[src/rtl/tick_delay_arbiter_if.sv]
// Requester-side bundle for the shared tick delay timer.
// The master side belongs to the requesters; the slave side belongs to the arbiter.
interface tick_delay_arbiter_if #(
    parameter int unsigned NREQ = 4,
    parameter int unsigned LW   = 16
);
    logic [NREQ-1:0]    req;
    logic [NREQ*LW-1:0] len;
    logic [NREQ-1:0]    grant;
    logic [NREQ-1:0]    done;
    logic               busy;

    modport master (
        output req,
        output len,
        input  grant,
        input  done,
        input  busy
    );

    modport slave (
        input  req,
        input  len,
        output grant,
        output done,
        output busy
    );
endinterface

[src/rtl/tick_delay_arbiter.sv]
// Shared delay timer: round-robin grant of a single prescaler/counter pair to NREQ requesters,
// with a one-cycle done pulse once the owner's programmed number of ticks has elapsed.
module tick_delay_arbiter #(
    parameter int unsigned NREQ     = 4,
    parameter int unsigned LW       = 16,
    parameter int unsigned PRESCALE = 50000
) (
    input  logic                 clk,
    input  logic                 rst,
    tick_delay_arbiter_if.slave  bus
);
    localparam int unsigned IW = (NREQ > 1) ? $clog2(NREQ) : 1;
    localparam int unsigned PW = (PRESCALE > 1) ? $clog2(PRESCALE) : 1;
    localparam logic [PW-1:0] PresLast = PW'(PRESCALE - 1);
    localparam logic [IW-1:0] LastIdx  = IW'(NREQ - 1);

    typedef enum logic [1:0] {StIdle, StLoad, StRun, StDone} state_e;

    state_e          state_q, state_d;
    logic [NREQ-1:0] grant_q, grant_d;
    logic [IW-1:0]   owner_q, owner_d;
    logic [IW-1:0]   ptr_q, ptr_d;
    logic [PW-1:0]   presc_q, presc_d;
    logic [LW-1:0]   rem_q, rem_d;

    logic [IW-1:0]   pick_lo, pick_hi, pick;
    logic            hi_found;
    logic [LW-1:0]   len_sel;
    logic            owner_req;
    logic [IW-1:0]   next_ptr;

    // Lowest request at or above ptr wins; otherwise wrap to the lowest request overall.
    always_comb begin
        pick_lo  = '0;
        pick_hi  = '0;
        hi_found = 1'b0;
        for (int i = int'(NREQ) - 1; i >= 0; i--) begin
            if (bus.req[i]) begin
                pick_lo = IW'(i);
                if (IW'(i) >= ptr_q) begin
                    pick_hi  = IW'(i);
                    hi_found = 1'b1;
                end
            end
        end
        pick = hi_found ? pick_hi : pick_lo;
    end

    always_comb begin
        len_sel = '0;
        for (int i = 0; i < int'(NREQ); i++) begin
            if (owner_q == IW'(i)) begin
                len_sel = bus.len[i*LW +: LW];
            end
        end
    end

    assign owner_req = bus.req[owner_q];
    assign next_ptr  = (owner_q == LastIdx) ? '0 : owner_q + IW'(1);

    always_comb begin
        state_d = state_q;
        grant_d = grant_q;
        owner_d = owner_q;
        ptr_d   = ptr_q;
        presc_d = presc_q;
        rem_d   = rem_q;
        unique case (state_q)
            StIdle: begin
                if (|bus.req) begin
                    owner_d = pick;
                    grant_d = NREQ'(1) << pick;
                    state_d = StLoad;
                end
            end
            StLoad: begin
                rem_d   = len_sel;
                presc_d = '0;
                if (!owner_req) begin
                    grant_d = '0;
                    ptr_d   = next_ptr;
                    state_d = StIdle;
                end else if (len_sel == '0) begin
                    state_d = StDone;
                end else begin
                    state_d = StRun;
                end
            end
            StRun: begin
                if (!owner_req) begin
                    grant_d = '0;
                    ptr_d   = next_ptr;
                    state_d = StIdle;
                end else if (presc_q == PresLast) begin
                    presc_d = '0;
                    if (rem_q != '0) begin
                        rem_d = rem_q - LW'(1);
                    end
                    if (rem_q == LW'(1)) begin
                        state_d = StDone;
                    end
                end else begin
                    presc_d = presc_q + PW'(1);
                end
            end
            StDone: begin
                grant_d = '0;
                ptr_d   = next_ptr;
                state_d = StIdle;
            end
            default: begin
                grant_d = '0;
                state_d = StIdle;
            end
        endcase
    end

    always_ff @(posedge clk) begin
        if (rst) begin
            state_q <= StIdle;
            grant_q <= '0;
            owner_q <= '0;
            ptr_q   <= '0;
            presc_q <= '0;
            rem_q   <= '0;
        end else begin
            state_q <= state_d;
            grant_q <= grant_d;
            owner_q <= owner_d;
            ptr_q   <= ptr_d;
            presc_q <= presc_d;
            rem_q   <= rem_d;
        end
    end

    // A reset landing on the DONE cycle swallows the pulse.
    assign bus.grant = grant_q;
    assign bus.done  = ((state_q == StDone) && !rst) ? grant_q : '0;
    assign bus.busy  = (state_q != StIdle);

endmodule

[src/flat_wrapper.sv]
// flat-port wrapper written by rule: the top's interface ports become plain ports
module tick_delay_arbiter_flat 
#(
    parameter int unsigned NREQ     = 4,
    parameter int unsigned LW       = 16,
    parameter int unsigned PRESCALE = 50000
)
  (clk, rst, bus_req, bus_len, bus_grant, bus_done, bus_busy);
  tick_delay_arbiter_if #(.NREQ(NREQ), .LW(LW)) bus_i ();
  input  logic clk;
  input  logic rst;
  input wire logic [$bits(bus_i.req)-1:0] bus_req;
  input wire logic [$bits(bus_i.len)-1:0] bus_len;
  output wire logic [$bits(bus_i.grant)-1:0] bus_grant;
  output wire logic [$bits(bus_i.done)-1:0] bus_done;
  output wire logic [$bits(bus_i.busy)-1:0] bus_busy;
  assign bus_i.req = bus_req;
  assign bus_i.len = bus_len;
  assign bus_grant = bus_i.grant;
  assign bus_done = bus_i.done;
  assign bus_busy = bus_i.busy;
  tick_delay_arbiter #(.NREQ(NREQ), .LW(LW), .PRESCALE(PRESCALE)) u_core (.clk(clk), .rst(rst), .bus(bus_i));
endmodule
[config.mk]
export PLATFORM = sky130hd
export DESIGN_NAME = tick_delay_arbiter_flat
export DESIGN_NICKNAME = d
export VERILOG_FILES = /design/src/rtl/tick_delay_arbiter_if.sv /design/src/rtl/tick_delay_arbiter.sv /design/src/flat_wrapper.sv
export SDC_FILE = /design/constraint.sdc
export NUM_CORES = 1
export LEC_CHECK = 0
export ABC_AREA = 1
export BUFFER_PORTS_ARGS = -buffer_cell sky130_fd_sc_hd__buf_2
export CELL_PAD_IN_SITES_DETAIL_PLACEMENT = 2
export CELL_PAD_IN_SITES_GLOBAL_PLACEMENT = 2
export CORE_AREA = 8 8 87 166
export CTS_CLUSTER_SIZE = 12
export DETAILED_ROUTE_END_ITERATION = 16
export DIE_AREA = 0 0 95 174
export PLACE_DENSITY = 0.86
export SYNTH_ARGS = -nofsm -noshare
export SYNTH_HDL_FRONTEND = slang
export SYNTH_SLANG_ARGS = --single-unit
[constraint.sdc]
create_clock -name clk -period 2 [get_ports clk]
set_input_delay 0.2 -clock clk [delete_from_list [all_inputs] [get_ports clk]]
set_output_delay 0.2 -clock clk [all_outputs]
set_load 0.02 [all_outputs]
==> impl_metrics.sql <==
INSERT INTO impl_metrics (metric_group, metric, value, unit) VALUES
('placed_design', 'hpwlAfterDp', '10420', 'um'),
('yosys', 'post_synth.cell_area_avg', '5.888', 'sq um'),
('flow_run', 'maxCapViolations', '0', ''),
('sta', 'slew_viol_final', '0', ''),
('routing', 'routedWlPerCell', '17.27', 'um'),
('layout', 'fin_nets', '724', ''),
('placed_design', 'placement.io_buffers', '78', ''),
('yosys', 'yosysUniqueCellTypes', '40', ''),
('layout', 'antenna-diode-count', '0', ''),
('setup_path', 'worst-setup-path-type', 'reg2reg', ''),
('layout', 'areaGrowthSynthToFinish', '22.83', '%'),
('sta', 'final_min_period_over_clock_period', '0.9228', ''),
('setup_path', 'path_buf_inv', '3', ''),
('setup_path', 'worst_path_cell_chain', 'inv_2, nand2_1, nand3_1, nand2_1, nand2_2, nand2_2, inv_2, nand2_1, nand2_2, inv_2, o21ai_1, a21oi_1', ''),
('hold_path', 'worstHoldPathType', 'in2reg', ''),
('cts', 'path_clk_slew', '0.07', 'ns'),
('routing', 'drt_pre_antenna_iters', '5', ''),
('setup_path', 'worst-endpoint-arrival', '2.06', 'ns'),
('routing', 'route.top_layer_used', 'met4', ''),
('sta', 'grt_setup_unrepaired', 'yes', ''),
('layout', 'final.fill_count', '1595', ''),
('global_route', 'grt_start_max_net_pins', '25', ''),
('global_route', 'first_global_vias', '4574', ''),
('yosys', 'ys_warn_count', '0', ''),
('yosys', 'synth_cells', '564', ''),
('power', 'vdd_drop_max', '0.0003586', 'V'),
('layout', 'util_after_layout', '0.3287', ''),
('cts', 'ctsLongestPathBuffers', '2', ''),
('placed_design', 'pre_cts_slack', '0.05586', 'ns'),
('yosys', 'synth_largest_area_cell', 'sky130_fd_sc_hd__dfxtp_1', ''),
('routing', 'detail_route.iter0.violations', '117', ''),
('routing', 'drc', '0', ''),
('setup_path', 'cp_top_family', 'simple AND/OR/NAND/NOR gates', ''),
('routing', 'met2RoutedLength', '7590', 'um'),
('run_status', 'outcome', 'finished clean', ''),
('global_route', 'wire_length_of_the_first_global_routing_pass', '22250', 'um'),
('global_route', 'globalRouteOverflowTotal', '0', ''),
('layout', 'drive_above_1_share', '0.2112', ''),
('setup_path', 'required', '2.22', 'ns'),
('yosys', 'mappedNetlistNets', '645', ''),
('cts', 'insertion_delay', '0.29', 'ns'),
('sta', 'hold_viol_final', '0', ''),
('sta', 'tightestPinTransition', '0.5092', 'ns'),
('cts', 'clock_tree_from_tritoncts', 'built', ''),
('routing', 'routed_via_density', '5.019', ''),
('cts', 'cts_made_buffers', '5', ''),
('sta', 'worst_clock_skew', '0.008211', 'ns'),
('power', 'power_per_cell_area', '854.6', 'nW/um^2'),
('setup_path', 'critical_path_peak_fanout', '7', ''),
('routing', 'detail-route-antenna-nets', '0', ''),
('floorplan', 'coreArea', '12410', 'sq um'),
('sta', 'post-route-worst-setup-slack', '0.1544', 'ns'),
('yosys', 'ys_dominant_reg_cell', 'sky130_fd_sc_hd__dfxtp_1', ''),
('floorplan', 'boundaryPins', '79', ''),
('cts', 'clk_root_buffer_cell', 'sky130_fd_sc_hd__clkbuf_16', ''),
('placed_design', 'gp_routability_congestion', '0.8163', ''),
('floorplan', 'design.die.area', '16530', 'sq um'),
('setup_path', 'crit_slowest_cell', 'sky130_fd_sc_hd__dfxtp_2', ''),
('cts', 'postCtsHoldBufs', '0', ''),
('sta', 'headroom_to_the_max_slew_limit', '0.6569', ''),
('yosys', 'postSynth.asyncResetShare', '0', ''),
('yosys', 'synth_enable_flop_cells', '0', ''),
('yosys', 'netlist_top_cells_area', 'sky130_fd_sc_hd__dfxtp_1, sky130_fd_sc_hd__nand2_1, sky130_fd_sc_hd__nor2_1, sky130_fd_sc_hd__a21oi_1, sky130_fd_sc_hd__nand3_1', ''),
('setup_path', 'endpoint_kind', 'flop', ''),
('global_route', 'grt_antenna_before_repair', '0', ''),
('floorplan', 'floorplan.die.height', '174', 'um'),
('cts', 'tritoncts_num_sinks', '42', ''),
('yosys', 'ys_ff_latch', '42', ''),
('global_route', 'grt_util_all_layers', '0.1678', ''),
('routing', 'totalWireLength', '13710', 'um'),
('cts', 'cts.htree.levels', '2', '');
## routing by layer
metal | vias to the layer above | global-route usage
met2 | 53 | 0.3175
met1 | 1937 | 0.1780
met5 | - | 0
met4 | 0 | 0.05902
met3 | 22 | 0.02204
li1 | 1973 | -
## cell usage after synthesis (3+ instances only)
master and instances:
sky130_fd_sc_hd__a21oi_1 52, sky130_fd_sc_hd__a21oi_2 8, sky130_fd_sc_hd__a31oi_1 3, sky130_fd_sc_hd__buf_2 7, sky130_fd_sc_hd__clkbuf_1 7, sky130_fd_sc_hd__dfxtp_1 42, sky130_fd_sc_hd__ha_1 11, sky130_fd_sc_hd__inv_1 44
sky130_fd_sc_hd__inv_2 8, sky130_fd_sc_hd__nand2_1 175, sky130_fd_sc_hd__nand2_2 7, sky130_fd_sc_hd__nand3_1 35, sky130_fd_sc_hd__nand4_1 6, sky130_fd_sc_hd__nor2_1 77, sky130_fd_sc_hd__nor3_1 6, sky130_fd_sc_hd__o21a_1 3
sky130_fd_sc_hd__o21ai_0 15, sky130_fd_sc_hd__o21ai_1 21, sky130_fd_sc_hd__or2_1 3, sky130_fd_sc_hd__or2_2 3, sky130_fd_sc_hd__xnor2_1 5, sky130_fd_sc_hd__xor2_1 8
## area by class of cell
| class | instances | area (sq um) | share of cell area |
|---|---|---|---|
| inverters | 54 | 207.7 | 0.05092 |
| clock inverters | 1 | 5.005 | 0.001227 |
| well taps | 150 | 187.7 | 0.04601 |
| multi-input cells | 449 | 2191 | 0.5371 |
| clock buffers | 7 | 142.6 | 0.03497 |
| flip-flops and latches | 42 | 844.6 | 0.2071 |
| repair buffers | 91 | 500.5 | 0.1227 |
## final timing paths
kind	from	to	slack, ns	cells past startpoint
setup / recovery	u_core.owner_q[0]	u_core.presc_q[7]	0.15	12
hold / removal	bus_len[49]	u_core.state_q[0]	0.34	6
setup reg to reg	u_core.owner_q[0]	u_core.presc_q[7]	0.15	12
hold reg to reg	u_core.presc_q[13]	u_core.presc_q[13]	0.48	2
## cell families after synthesis
| family | Yosys count | share of synthesized area |
|---|---|---|
| compound gates | 107 | 0.1778 |
| simple gates | 318 | 0.4002 |
| buf+inv | 73 | 0.09307 |
| flops | 42 | 0.2532 |
| xor+xnor | 13 | 0.03429 |
| fa+ha+maj | 11 | 0.04145 |
## cells in the final DEF, fill, tap and decap left out, types with 2 or more instances in the layout
cell / Yosys / layout
sky130_fd_sc_hd__buf_2: 7 / 78
sky130_fd_sc_hd__dfxtp_2: 0 / 3
sky130_fd_sc_hd__o21ai_1: 21 / 21
sky130_fd_sc_hd__clkbuf_16: 0 / 5
sky130_fd_sc_hd__nand2_1: 175 / 175
sky130_fd_sc_hd__xor2_1: 8 / 8
sky130_fd_sc_hd__dfxtp_1: 42 / 39
sky130_fd_sc_hd__o21a_1: 3 / 3
sky130_fd_sc_hd__or2_1: 3 / 3
sky130_fd_sc_hd__a31oi_1: 3 / 3
sky130_fd_sc_hd__inv_1: 44 / 44
sky130_fd_sc_hd__nand4_1: 6 / 6
sky130_fd_sc_hd__nor3_1: 6 / 6
sky130_fd_sc_hd__or2_2: 3 / 3
sky130_fd_sc_hd__nor2_2: 1 / 2
sky130_fd_sc_hd__a21oi_2: 8 / 8
sky130_fd_sc_hd__inv_2: 8 / 8
sky130_fd_sc_hd__o21ai_0: 15 / 15
sky130_fd_sc_hd__nand3_1: 35 / 34
sky130_fd_sc_hd__buf_4: 1 / 12
sky130_fd_sc_hd__nand2_2: 7 / 7
sky130_fd_sc_hd__xnor2_1: 5 / 5
sky130_fd_sc_hd__nor2_1: 77 / 76
sky130_fd_sc_hd__ha_1: 11 / 10
sky130_fd_sc_hd__a21oi_1: 52 / 52
## through the flow
stage / power (mW) / TNS [ns] / instances / instance area [sq um] / hold WS (ns)
final: 3.486 / 0 / 794 / 4079 / 0.3377
after global placement: 2.523 / 0 / 786 / 3905 / 0.4491
after detailed placement: 2.593 / 0 / 786 / 3905 / 0.4703
after CTS: 3.498 / 0 / 794 / 4053 / 0.3399
after floorplan: 2.119 / 0 / 564 / 3321 / 0.4313
after global routing: 3.744 / -0.008330 / 794 / 4079 / 0.3617
## worst min-delay path, stage by stage
cell and delay, ns:
sky130_fd_sc_hd__buf_2 0.09, sky130_fd_sc_hd__o21ai_1 0.07, sky130_fd_sc_hd__nand2_1 0.07, sky130_fd_sc_hd__nor2_1 0.04, sky130_fd_sc_hd__nand3_1 0.07, sky130_fd_sc_hd__a21oi_1 0.06
## power breakdown
part	internal (mW)	leakage [nW]	switching, mW	total, mW
combinational	0.573	1.45	1.04	1.61
clock	0.496	0.0739	0.362	0.859
sequential	0.921	0.343	0.0964	1.02
total	1.99	1.87	1.50	3.49
## sequential cells by signal, indices dropped and copies added, names as in the netlist
signal            count
u_core.bus.grant      4
u_core.owner_q        2
u_core.presc_q       16
u_core.ptr_q          2
u_core.rem_q         16
u_core.state_q        2
## repair_timing
action,CTS,global route
setup endpoints to repair,0,22
hold endpoints to repair,0,0
gates resized for setup,0,8
buffers inserted,0,0
(Power assumes the default switching activity.)
